==> config.mk <==
export PLATFORM = sky130hd
export DESIGN_NAME = sha256_hash_ctrl
export DESIGN_NICKNAME = d
export VERILOG_FILES = /design/src/rtl/sha256_hash_ctrl.sv
export SDC_FILE = /design/constraint.sdc
export NUM_CORES = 1
export LEC_CHECK = 0
export CAP_MARGIN = 20
export CORE_ASPECT_RATIO = 1.2
export CORE_UTILIZATION = 43
export DETAILED_ROUTE_END_ITERATION = 12
export PLACE_DENSITY = 0.61
export SLEW_MARGIN = 20
export SYNTH_ARGS = -nofsm -noshare
export SYNTH_HDL_FRONTEND = slang
export SYNTH_SLANG_ARGS = --single-unit
==> constraint.sdc <==
create_clock -name clk -period 7.8 [get_ports clk]
set_clock_uncertainty 0.05 [all_clocks]
set_input_delay 1.95 -clock clk [delete_from_list [all_inputs] [get_ports clk]]
set_output_delay 1.95 -clock clk [all_outputs]
set_load 0.1 [all_outputs]
==> src/rtl/sha256_hash_ctrl.sv <==
// rtl/sha256_hash_ctrl.sv - sequencer between message packer, SHA-256 core and UART TX
module sha256_hash_ctrl #(
    parameter int DATA_WIDTH   = 32,
    parameter int NUM_BLOCKS_W = 8
) (
    input  logic                    clk,
    input  logic                    rst,
    input  logic [NUM_BLOCKS_W-1:0] cfg_num_blocks_in,
    input  logic [DATA_WIDTH-1:0]   mp_data_in,
    input  logic                    mp_dv_in,
    output logic [DATA_WIDTH-1:0]   core_word_out,
    output logic                    core_word_valid_out,
    output logic                    core_start_out,
    output logic                    core_init_out,
    input  logic                    core_done_in,
    input  logic [255:0]            core_digest_in,
    output logic [7:0]              tx_byte_out,
    output logic                    tx_dv_out,
    input  logic                    tx_active_in,
    input  logic                    tx_done_in,
    output logic                    busy_out,
    output logic                    err_overrun_out
);

    typedef enum logic [2:0] {
        S_IDLE,
        S_LOAD,
        S_FEED,
        S_START,
        S_WAIT_CORE,
        S_TX_BYTE,
        S_TX_WAIT
    } state_t;

    state_t                  state;
    state_t                  next_state;
    logic [DATA_WIDTH-1:0]   msg_buf [16];
    logic [3:0]              word_cnt;
    logic [NUM_BLOCKS_W-1:0] blocks_left;
    logic                    first_r;
    logic [255:0]            dig_r;
    logic [4:0]              byte_cnt;
    logic                    err_r;
    logic                    tx_dv_r;
    logic [7:0]              tx_byte_r;
    logic                    accepting;

    // Words are only taken while collecting a block; anything else is an overrun.
    assign accepting = (state == S_IDLE) || (state == S_LOAD);

    // State register
    always_ff @(posedge clk) begin
        if (rst) begin
            state <= S_IDLE;
        end else begin
            state <= next_state;
        end
    end

    // Next-state decode
    always_comb begin
        next_state = state;
        case (state)
            S_IDLE: begin
                if (mp_dv_in) begin
                    next_state = S_LOAD;
                end
            end
            S_LOAD: begin
                if (mp_dv_in && (word_cnt == 4'd15)) begin
                    next_state = S_FEED;
                end
            end
            S_FEED: begin
                if (word_cnt == 4'd15) begin
                    next_state = S_START;
                end
            end
            S_START: begin
                next_state = S_WAIT_CORE;
            end
            S_WAIT_CORE: begin
                if (core_done_in) begin
                    next_state = (blocks_left > NUM_BLOCKS_W'(1)) ? S_LOAD : S_TX_BYTE;
                end
            end
            S_TX_BYTE: begin
                if (!tx_active_in) begin
                    next_state = S_TX_WAIT;
                end
            end
            S_TX_WAIT: begin
                if (tx_done_in) begin
                    next_state = (byte_cnt == 5'd31) ? S_IDLE : S_TX_BYTE;
                end
            end
            default: next_state = S_IDLE;
        endcase
    end

    // Output decode; the TX byte strobe is registered so it lands one cycle after TX_BYTE is entered
    always_comb begin
        core_word_valid_out = (state == S_FEED);
        core_word_out       = (state == S_FEED) ? msg_buf[word_cnt] : '0;
        core_start_out      = (state == S_START);
        core_init_out       = (state == S_START) && first_r;
        busy_out            = (state != S_IDLE);
        tx_dv_out           = tx_dv_r;
        tx_byte_out         = tx_byte_r;
        err_overrun_out     = err_r;
    end

    // Block buffer: holds no reset since its contents are only read after a full block is written
    always_ff @(posedge clk) begin
        if (accepting && mp_dv_in) begin
            msg_buf[(state == S_IDLE) ? 4'd0 : word_cnt] <= mp_data_in;
        end
    end

    // Counters, chaining flags, digest capture and TX byte strobe
    always_ff @(posedge clk) begin
        if (rst) begin
            word_cnt    <= '0;
            blocks_left <= '0;
            first_r     <= 1'b0;
            dig_r       <= '0;
            byte_cnt    <= '0;
            err_r       <= 1'b0;
            tx_dv_r     <= 1'b0;
            tx_byte_r   <= '0;
        end else begin
            tx_dv_r   <= 1'b0;
            tx_byte_r <= '0;
            if (mp_dv_in && !accepting) begin
                err_r <= 1'b1;
            end
            case (state)
                S_IDLE: begin
                    if (mp_dv_in) begin
                        blocks_left <= (cfg_num_blocks_in == '0) ? NUM_BLOCKS_W'(1) : cfg_num_blocks_in;
                        first_r     <= 1'b1;
                        word_cnt    <= 4'd1;
                    end
                end
                S_LOAD: begin
                    if (mp_dv_in) begin
                        word_cnt <= word_cnt + 4'd1;
                    end
                end
                S_FEED: begin
                    word_cnt <= word_cnt + 4'd1;
                end
                S_START: begin
                    first_r <= 1'b0;
                end
                S_WAIT_CORE: begin
                    if (core_done_in) begin
                        if (blocks_left > NUM_BLOCKS_W'(1)) begin
                            blocks_left <= blocks_left - NUM_BLOCKS_W'(1);
                        end else begin
                            dig_r    <= core_digest_in;
                            byte_cnt <= '0;
                        end
                    end
                end
                S_TX_BYTE: begin
                    if (!tx_active_in) begin
                        tx_dv_r   <= 1'b1;
                        tx_byte_r <= dig_r[8'd255 - {byte_cnt, 3'b000} -: 8];
                    end
                end
                S_TX_WAIT: begin
                    if (tx_done_in && (byte_cnt != 5'd31)) begin
                        byte_cnt <= byte_cnt + 5'd1;
                    end
                end
                default: ;
            endcase
        end
    end

endmodule

# After elaboration in Yosys (flattened, before gate mapping)
# Memory sizes are Yosys's and may differ from the RTL's. A register that Yosys moved wholly into a read port is not among the register bits.
# Index checks and enable logic that the tools add are counted.
# word_totals
mem_bits_rw	512
memories	1
ff_bits	287
in_bits	302
wordCells	89
# mem_list
name	depth	width	read_ports	rd_clocked_by_memory_dff	write_ports	line	rtl
msg_buf	16	32	1	1	1	37	logic [DATA_WIDTH-1:0] msg_buf [16];
# classes
n_eq_ne	19
n_bitwise	2
reduce_logical	22
n_lt_le_gt_ge	1
shift	1
mux	30
add_sub_neg	4
# ops
cell	n
263-bit by 9-bit variable part select with 8-bit output	1
32-bit two-way mux	1
8-bit two-way mux	4
3-bit two-way mux	8
3-bit case mux with 7 select lines	1
4-bit two-way mux	5
2-bit inequality test (second input constant)	8
8-bit case mux with 2 select lines	1
5-bit two-way mux	3
4-bit case mux with 3 select lines	1
5-bit case mux with 2 select lines	1
3-bit == test (second input constant)	3
8-bit by 1-bit greater-than comparator with 1-bit output (second input constant)	1
8-bit logical NOT	1
4-bit AND reduction	2
8-bit by 1-bit subtractor with 8-bit output (second input constant)	1
8-bit subtractor (first input constant)	1
3-bit by 2-bit == test with 1-bit output (second input constant)	2
3-bit AND reduction	2
6-bit AND reduction	1
2-bit nonzero test	3
3-bit nonzero test	2
5-bit by 1-bit adder with 5-bit output (second input constant)	1
5-bit == test (second input constant)	1
15 further kinds	24

# Depth between registers and ports, before layout
# Gate-level depths: netlist (run 1).
# depth
depth_word	5
ltp_mapped	9

# Worst setup path after synthesis (run 1)
# No wires, ideal clock.
# synth_timing
path_kind	flip-flop to output port
start	register state[1]
end	output port core_word_out[0]
arrival_time_ns	4.948
required_ns	5.800
stages_incl_launch_ff	7
path_buffers	2
setup_slack_ns	0.852
cell_sequence	dfxtp_1 clkbuf_1 inv_1 nor3_1 nand2_1 clkbuf_1 o22ai_1
# synth_via
elab_chain_cells	2
# synth_lines
item	line	rtl
from (decl)	35	state_t state;
from (signal assigned)	56	state <= next_state;
3-bit by 2-bit == test with 1-bit output	--	
via core_word_valid_out	12	output logic core_word_valid_out,
32-bit two-way mux	104	core_word_out = (state == S_FEED) ? msg_buf[word_cnt] : '0;
to (decl)	11	output logic [DATA_WIDTH-1:0] core_word_out,
# The timed path passes the listed nets, and every way through them passes these cells.

==> results.md, run 1 <==
- Period minus WS final: approximately 6.2 ns
- DRC errors left: 0
- Sw frac: 0.226
- Number of synthesized flops with an enable pin: 512
- Simple-gate share of the synthesized area: 0.0872
- GPL Wtd Cong: 0.820
- Largest net degree at the start of global routing: ~260
- R2r setup slk: ~4.5 ns
- Cell internal pwr: 7.03 mW
- Critical path launch point type: flip-flop
- IO Pins: around 350
- Starting Density: 0.434
- CTS Hold Bufs: 0
- Multiplexer area fraction after synthesis: 0.157
- Slowest stage cell, crit path: clkdlybuf4s50_1
- Fin. Hold Viols: 0
- Async set-reset flop share out of synthesis: 0
- Final slew viol count: 0
- Synth Net Count: 2616
- Initial DRC Count: 1224
- # setup viols final: 0
- GRT Residual Overflow: 0
- Antenna violations before repair: 19
- Sequential power share: 0.507
- Status: finished, final reports clean
- Logic pwr share: 0.085
- Crit Path Category: reg2out
- Core outline area: 0.0735 mm²
- CP most frequent cell: buf_4
- Final HPWL DP: 51200 µm
- Number of I/O port buffers: between 300 and 400
- Commonest non-fill, non-tap cell in the layout: nand2_1
- Clock slew at reported path FFs: 0.06 ns
- Critical Path RT: about 5.8 ns
- Final wirelength: ~83000 µm
- # fillers: 6116
- CTS tree: done
- CTS Root Cell: clkbuf_16
- Synthesis-to-finish area growth: 22.0%
- Largest family of logic cells by synthesized area: multiplexers
- CTS sink cnt: between 800 and 900
- XOR/XNOR Fraction of Synth Area: 0.000824
- Max FO, Critical Path: 68
- CP arrival: between 4 and 5 ns
- CP delay by family, top: buffers and inverters
- Rel. slew slack: 0.248
- Psw: 2.06 mW
- Fin crit share: 0.789
- Cell Area, Synth: 0.0319 mm²
- Final std cells w/o fill: 3618
- CP peak stage delay: 1.17 ns
- Worst path bufs/invs: 3
- Post-synthesis area per instance: 13.8 µm²
- Commonest cells after routing, fill and taps aside: nand2_1, edfxtp_1, clkdlybuf4s50_1
- Row cnt: 109
- Worst min-delay path category: reg2reg
- Postcts setup bufs: 0
- WL/cell: 22.9 µm
- CTS buffer count: just over 80
- Layout cell share with drive strength beyond 1: 0.132
- Post-synth cell types: between 50 and 60
- Detail Route Antenna Nets: 0
- Die area: 0.0753 mm²
- Vias in the first global route: 20300
- RSZ-0062 raised after global routing: false
- Dpl cells: 3466
- Sequential element share of the synthesized area: 0.665
- Max Buffers Root-to-Sink: 3
- Via count: 20000
- Synth warn: 0
- Worst-Margin Slew: 1.12 ns
- TritonRoute pass-1 iters: 5
- DIE HEIGHT: 300 µm
- Leakage: around 12 nW
- Final net count: 2917
- Post-synthesis cell count: 2309
- Max-cap violation count: 0
- Max VDD drop: between 100 and 150 µV
- Chip Width: between 200 and 300 µm
- Hold slack: 0.401 ns
- Main flop type after synthesis: edfxtp_1
- Adder and majority cell fraction of the synthesized area: 0.00196
- Setup TNS Final: 0 ns
- Clock insertion delay at the later pin of the skew report: 0.62 ns
- PwrDens: 233 mW/mm²
- CP endpoint kind: primary output
- Clock share of power: 0.409
- Max Freq: 0.162 GHz
- Critical-path cell list: buf_4 -> buf_4 -> mux4_2 -> mux2i_1 -> o22ai_1 -> clkdlybuf4s50_1
- PostCTS Resize Cnt: 0
- Total GRT Usage: 0.220
- Post-synthesis compound-gate area fraction: 0.0665
- Global-route wire length before repair: about 120000 µm
- Synth Register Bits: 803
- Vias per cell: ~5.5
- H-tree depth: 3
sequential cells by signal (all words and copies together) (netlist names), named ones only:
name and cells:
state 3, blocks_left 8, dig_r 256, msg_buf 512, byte_cnt 5, word_cnt 4, err_overrun_out 1, first_r 1
tx_dv_out 1, tx_byte_out 8
cells by family after synthesis:
group,Yosys count
xor+xnor,3
buf+inv,170
simple gates,665
mux,280
compound gates,383
flops,803
fa+ha+maj,5
tightest hold or removal path, stage by stage (launching register included):
cell and delay, ns:
dfxtp_1 0.30, nand2_1 0.05, a21oi_1 0.05
final timing paths:
check                                              from                       to  depth (start not counted)
worst max-delay path                          flip-flop        core_word_out[10]                          6
worst max register to register    state[2]$_SDFFE_PP0P_  dig_r[170]$_SDFFE_PP0P_                          6
worst min-delay path            dig_r[106]$_SDFFE_PP0P_  dig_r[106]$_SDFFE_PP0P_                          2
worst min register to register  dig_r[106]$_SDFFE_PP0P_  dig_r[106]$_SDFFE_PP0P_                          2
area by class of cell:
type	instances	area, µm²	area share
Clock buffer	120	2360	0.0607
Multi-Input combinational cell	1336	10100	0.260
Sequential cell	803	21200	0.545
Inverter	6	22.5	0.000579
Tap cell	943	1180	0.0303
Timing Repair Buffer	381	3830	0.0984
Clock inverter	23	161	0.00415
Antenna cell	6	15.0	0.000386
layer usage:
metal,track usage,wire [µm],up-vias
li1,-,-,9213
met1,0.267,32000,9942
met2,0.376,41900,682
met3,0.0591,6600,152
met4,0.0789,2280,24
met5,0,156,-
power by group through the flow:
stage / registers [mW] / logic [mW] / clock network (mW)
4_1_cts: 4.62 / 0.755 / 3.80
5_1_grt: 4.61 / 0.816 / 3.96
3_5_place_dp: 4.71 / 0.753 / 0
6_report: 4.60 / 0.768 / 3.71
2_1_floorplan: 4.67 / 0.468 / 0
3_3_place_gp: 4.71 / 0.745 / 0
metrics by stage:
stage	util	worst slack [ns]	area, µm²	power (mW)
floorplan	-	0.852	31900	5.14
global placement	0.494	2.28	36300	5.45
detailed placement	0.494	2.21	36300	5.46
CTS	0.528	1.54	38800	9.17
global route	0.529	1.44	38900	9.38
finish	0.529	1.64	38900	9.08
synth_stat cells (10+ instances only):
cell / n / area share
o22ai_1: 32 / 0.0063
buf_1: 11 / 0.0013
dfxtp_1: 291 / 0.18
o21ai_0: 12 / 0.0019
or4_1: 10 / 0.0024
clkbuf_1: 102 / 0.012
nor2_1: 38 / 0.0045
nand2_1: 534 / 0.063
mux2i_1: 104 / 0.033
a22oi_1: 25 / 0.0059
buf_2: 50 / 0.0078
a21oi_1: 284 / 0.045
and3_1: 10 / 0.0020
mux4_2: 176 / 0.12
edfxtp_1: 512 / 0.48
nor2b_1: 15 / 0.0029
Power figures use the tool's default switching activity.
==> run 2, diff against run 1 <==
==> constraint.sdc (replaced) <==
create_clock -name clk -period 6.4 [get_ports clk]
set_clock_uncertainty 0.05 [all_clocks]
set_input_delay 1.6 -clock clk [delete_from_list [all_inputs] [get_ports clk]]
set_output_delay 1.6 -clock clk [all_outputs]
set_load 0.1 [all_outputs]
==> results.md, run 2 (synthesis gave the netlist of run 1 again) <==
- Vias in the first global route: 20400 (+0.28%)
- Via count: 19900 (-0.37%)
- Max-cap violation count: 0 (unchanged)
- Clock slew at reported path FFs: 0.06 ns (about the same)
- Max VDD drop: 193 µV (+34%)
- DIE HEIGHT: 300 µm (unchanged)
- Placed cell area: 0.0362 mm² (-0.15%)
- CTS buffer count: 82 (unchanged)
- # setup viols final: 0 (unchanged)
- Critical Path RT: 4.75 ns (-1.05 ns)
- CP peak stage delay: 0.71 ns (-0.46 ns)
- Leakage: 12.0 nW (+0.74%)
- Total power draw: 11.2 mW (+23%)
- CTS Hold Bufs: 0 (unchanged)
- Final HPWL DP: 52200 µm (+2.0%)
- DRC errors left: 0 (unchanged)
- Global-route wire length before repair: 123000 µm (-1.1%)
- Setup TNS Final: 0 ns (unchanged)
- Clock insertion delay at the later pin of the skew report: 0.62 ns (about the same)
- Largest registers: msg_buf x512, dig_r x256
- Total GRT Usage: 0.217 (-0.00287)
- Slowest stage cell, crit path: dfxtp_4
- Max FO, Critical Path: 28 (-59%)
- Synthesis-to-finish area growth: 22.1%
- Antenna violations before repair: 23 (+4)
- Critical path launch point type: flip-flop
- RSZ-0062 raised after global routing: false
- R2r startpoint: state[2]$_SDFFE_PP0P_
- RR Endpoint: dig_r[145]$_SDFFE_PP0P_
- Flip-flop count of the largest register after layout: 512 (unchanged)
- Largest net degree at the start of global routing: 259 (-1.1%)
- Detail Route Antenna Nets: 0 (unchanged)
- CP endpoint kind: primary output
- Period minus WS final: between 4 and 5 ns
- H-tree depth: 3 (unchanged)
- Hold slack: 0.402 ns (+0.00132 ns)
- Final wirelength: 81500 µm (-1.6%)
- CP most frequent cell: buf_4
- Final slew viol count: 0 (unchanged)
- Max Freq: 0.205 GHz
- Reg2reg path depth: 6 (unchanged)
- Row cnt: 109 (unchanged)
- Final Util: 0.530 (+0.000612)
- GRT Residual Overflow: 0 (unchanged)
- IO Pins: 348 (unchanged)
- Layout cell share with drive strength beyond 1: 0.148 (+0.0166)
- Chip Width: 251 µm (unchanged)
- Rel. slew slack: 0.252 (+0.00388)
- TritonRoute pass-1 iters: 5 (unchanged)
- CTS sink cnt: 803 (unchanged)
- CTS tree: done
- Initial DRC Count: 1399 (+14%)
- Final net count: 2919 (+0.069%)
- Die area: 0.0753 mm² (unchanged)
- PwrDens: 288 mW/mm² (+23%)
- Worst min-delay path category: reg2reg
- Commonest cells after routing, fill and taps aside: nand2_1, edfxtp_1, clkdlybuf4s50_1
- Postcts setup bufs: 0 (unchanged)
- PostCTS Resize Cnt: 0 (unchanged)
- Number of I/O port buffers: 347 (unchanged)
- Critical-path cell list: buf_4 -> mux4_2 -> mux2i_1 -> o22ai_1 -> buf_4
- Fin. Hold Viols: 0 (unchanged)
- Worst-Margin Slew: 1.12 ns (-0.00580 ns)
- Fin crit share: 0.764
- Crit path depth: 5 (-1)
- WL/cell: 22.5 µm (-2.0%)
- Most flop-heavy register: msg_buf
- Starting Density: 0.434 (unchanged)
- Core outline area: 0.0735 mm² (unchanged)
- Fin area: 0.0389 mm² (+0.12%)
- R2r setup slk: 2.90 ns (-1.56 ns)
- Status: finished, final reports clean
- CTS Root Cell: clkbuf_16
- CP arrival: 3.24 ns (-0.92 ns)
- Commonest non-fill, non-tap cell in the layout: nand2_1
- Max Buffers Root-to-Sink: 3 (unchanged)
- Vias per cell: 5.49 (-0.73%)
- GPL Wtd Cong: 0.863 (+5.1%)
- Worst path bufs/invs: 2 (-1)
- CP delay by family, top: multiplexers
- Critical Path End: core_word_out[15]
- Crit Path Category: reg2out
==> run 2: cell types whose count changed in the layout (fill, tap and decap cells not counted), sizes merged <==
cell and delta:
clkdlybuf4s50 -32, clkinv +9, inv -1, buf +34, diode +8, clkinvlp +9, clkbuf -19, bufinv +5
==> run 2: power by group <==
group	internal (mW)	total [mW]	switching, mW
combinational	0.425	0.930	0.505
clock	2.68	4.67	1.99
sequential	5.56	5.61	0.0516
==> run 2: area by class of cell <==
class / instances / area, µm²
fillers: 6094 / 34600
repair buffers: 383 / 3740
flip-flops and latches: 803 / 21200
inverters: 6 / 22.5
clock inverters: 45 / 403
multi-input cells: 1336 / 10100
diodes: 14 / 35.0
clock buffers: 101 / 2220
well taps: 943 / 1180
==> run 2: how the worst min path moves through the flow <==
stage / from / to / slack (ns) / cells past startpoint
after floorplan: dig_r[102]$_SDFFE_PP0P_ / dig_r[102]$_SDFFE_PP0P_ / 0.38 / 2
after global placement: dig_r[220]$_SDFFE_PP0P_ / dig_r[220]$_SDFFE_PP0P_ / 0.39 / 2
after detailed placement: dig_r[115]$_SDFFE_PP0P_ / dig_r[115]$_SDFFE_PP0P_ / 0.39 / 2
after CTS: dig_r[220]$_SDFFE_PP0P_ / dig_r[220]$_SDFFE_PP0P_ / 0.40 / 2
after global routing: dig_r[115]$_SDFFE_PP0P_ / dig_r[115]$_SDFFE_PP0P_ / 0.42 / 2
final: dig_r[12]$_SDFFE_PP0P_ / dig_r[12]$_SDFFE_PP0P_ / 0.40 / 2
==> run 2: layer usage <==
metal | vias up | global-route usage | part of all wire
li1 | 9232 | - | -
met1 | 9954 | 0.265 | 0.39
met2 | 614 | 0.372 | 0.51
met3 | 122 | 0.0535 | 0.068
met4 | 16 | 0.0812 | 0.029
met5 | - | 0 | 0.0013
==> run 2: through the flow <==
step	worst slack, ns	cells
final	1.51	3631
after detailed placement	1.72	3469
after CTS	1.38	3615
after floorplan	0.781	2309
after global placement	1.77	3469
after global routing	1.26	3628
==> run 2: worst min-delay path: cells and delay by family (launching register included) <==
kind / cells / cell delay [ns]
flops: 1 / 0.31
simple gates: 1 / 0.05
compound gates: 1 / 0.05
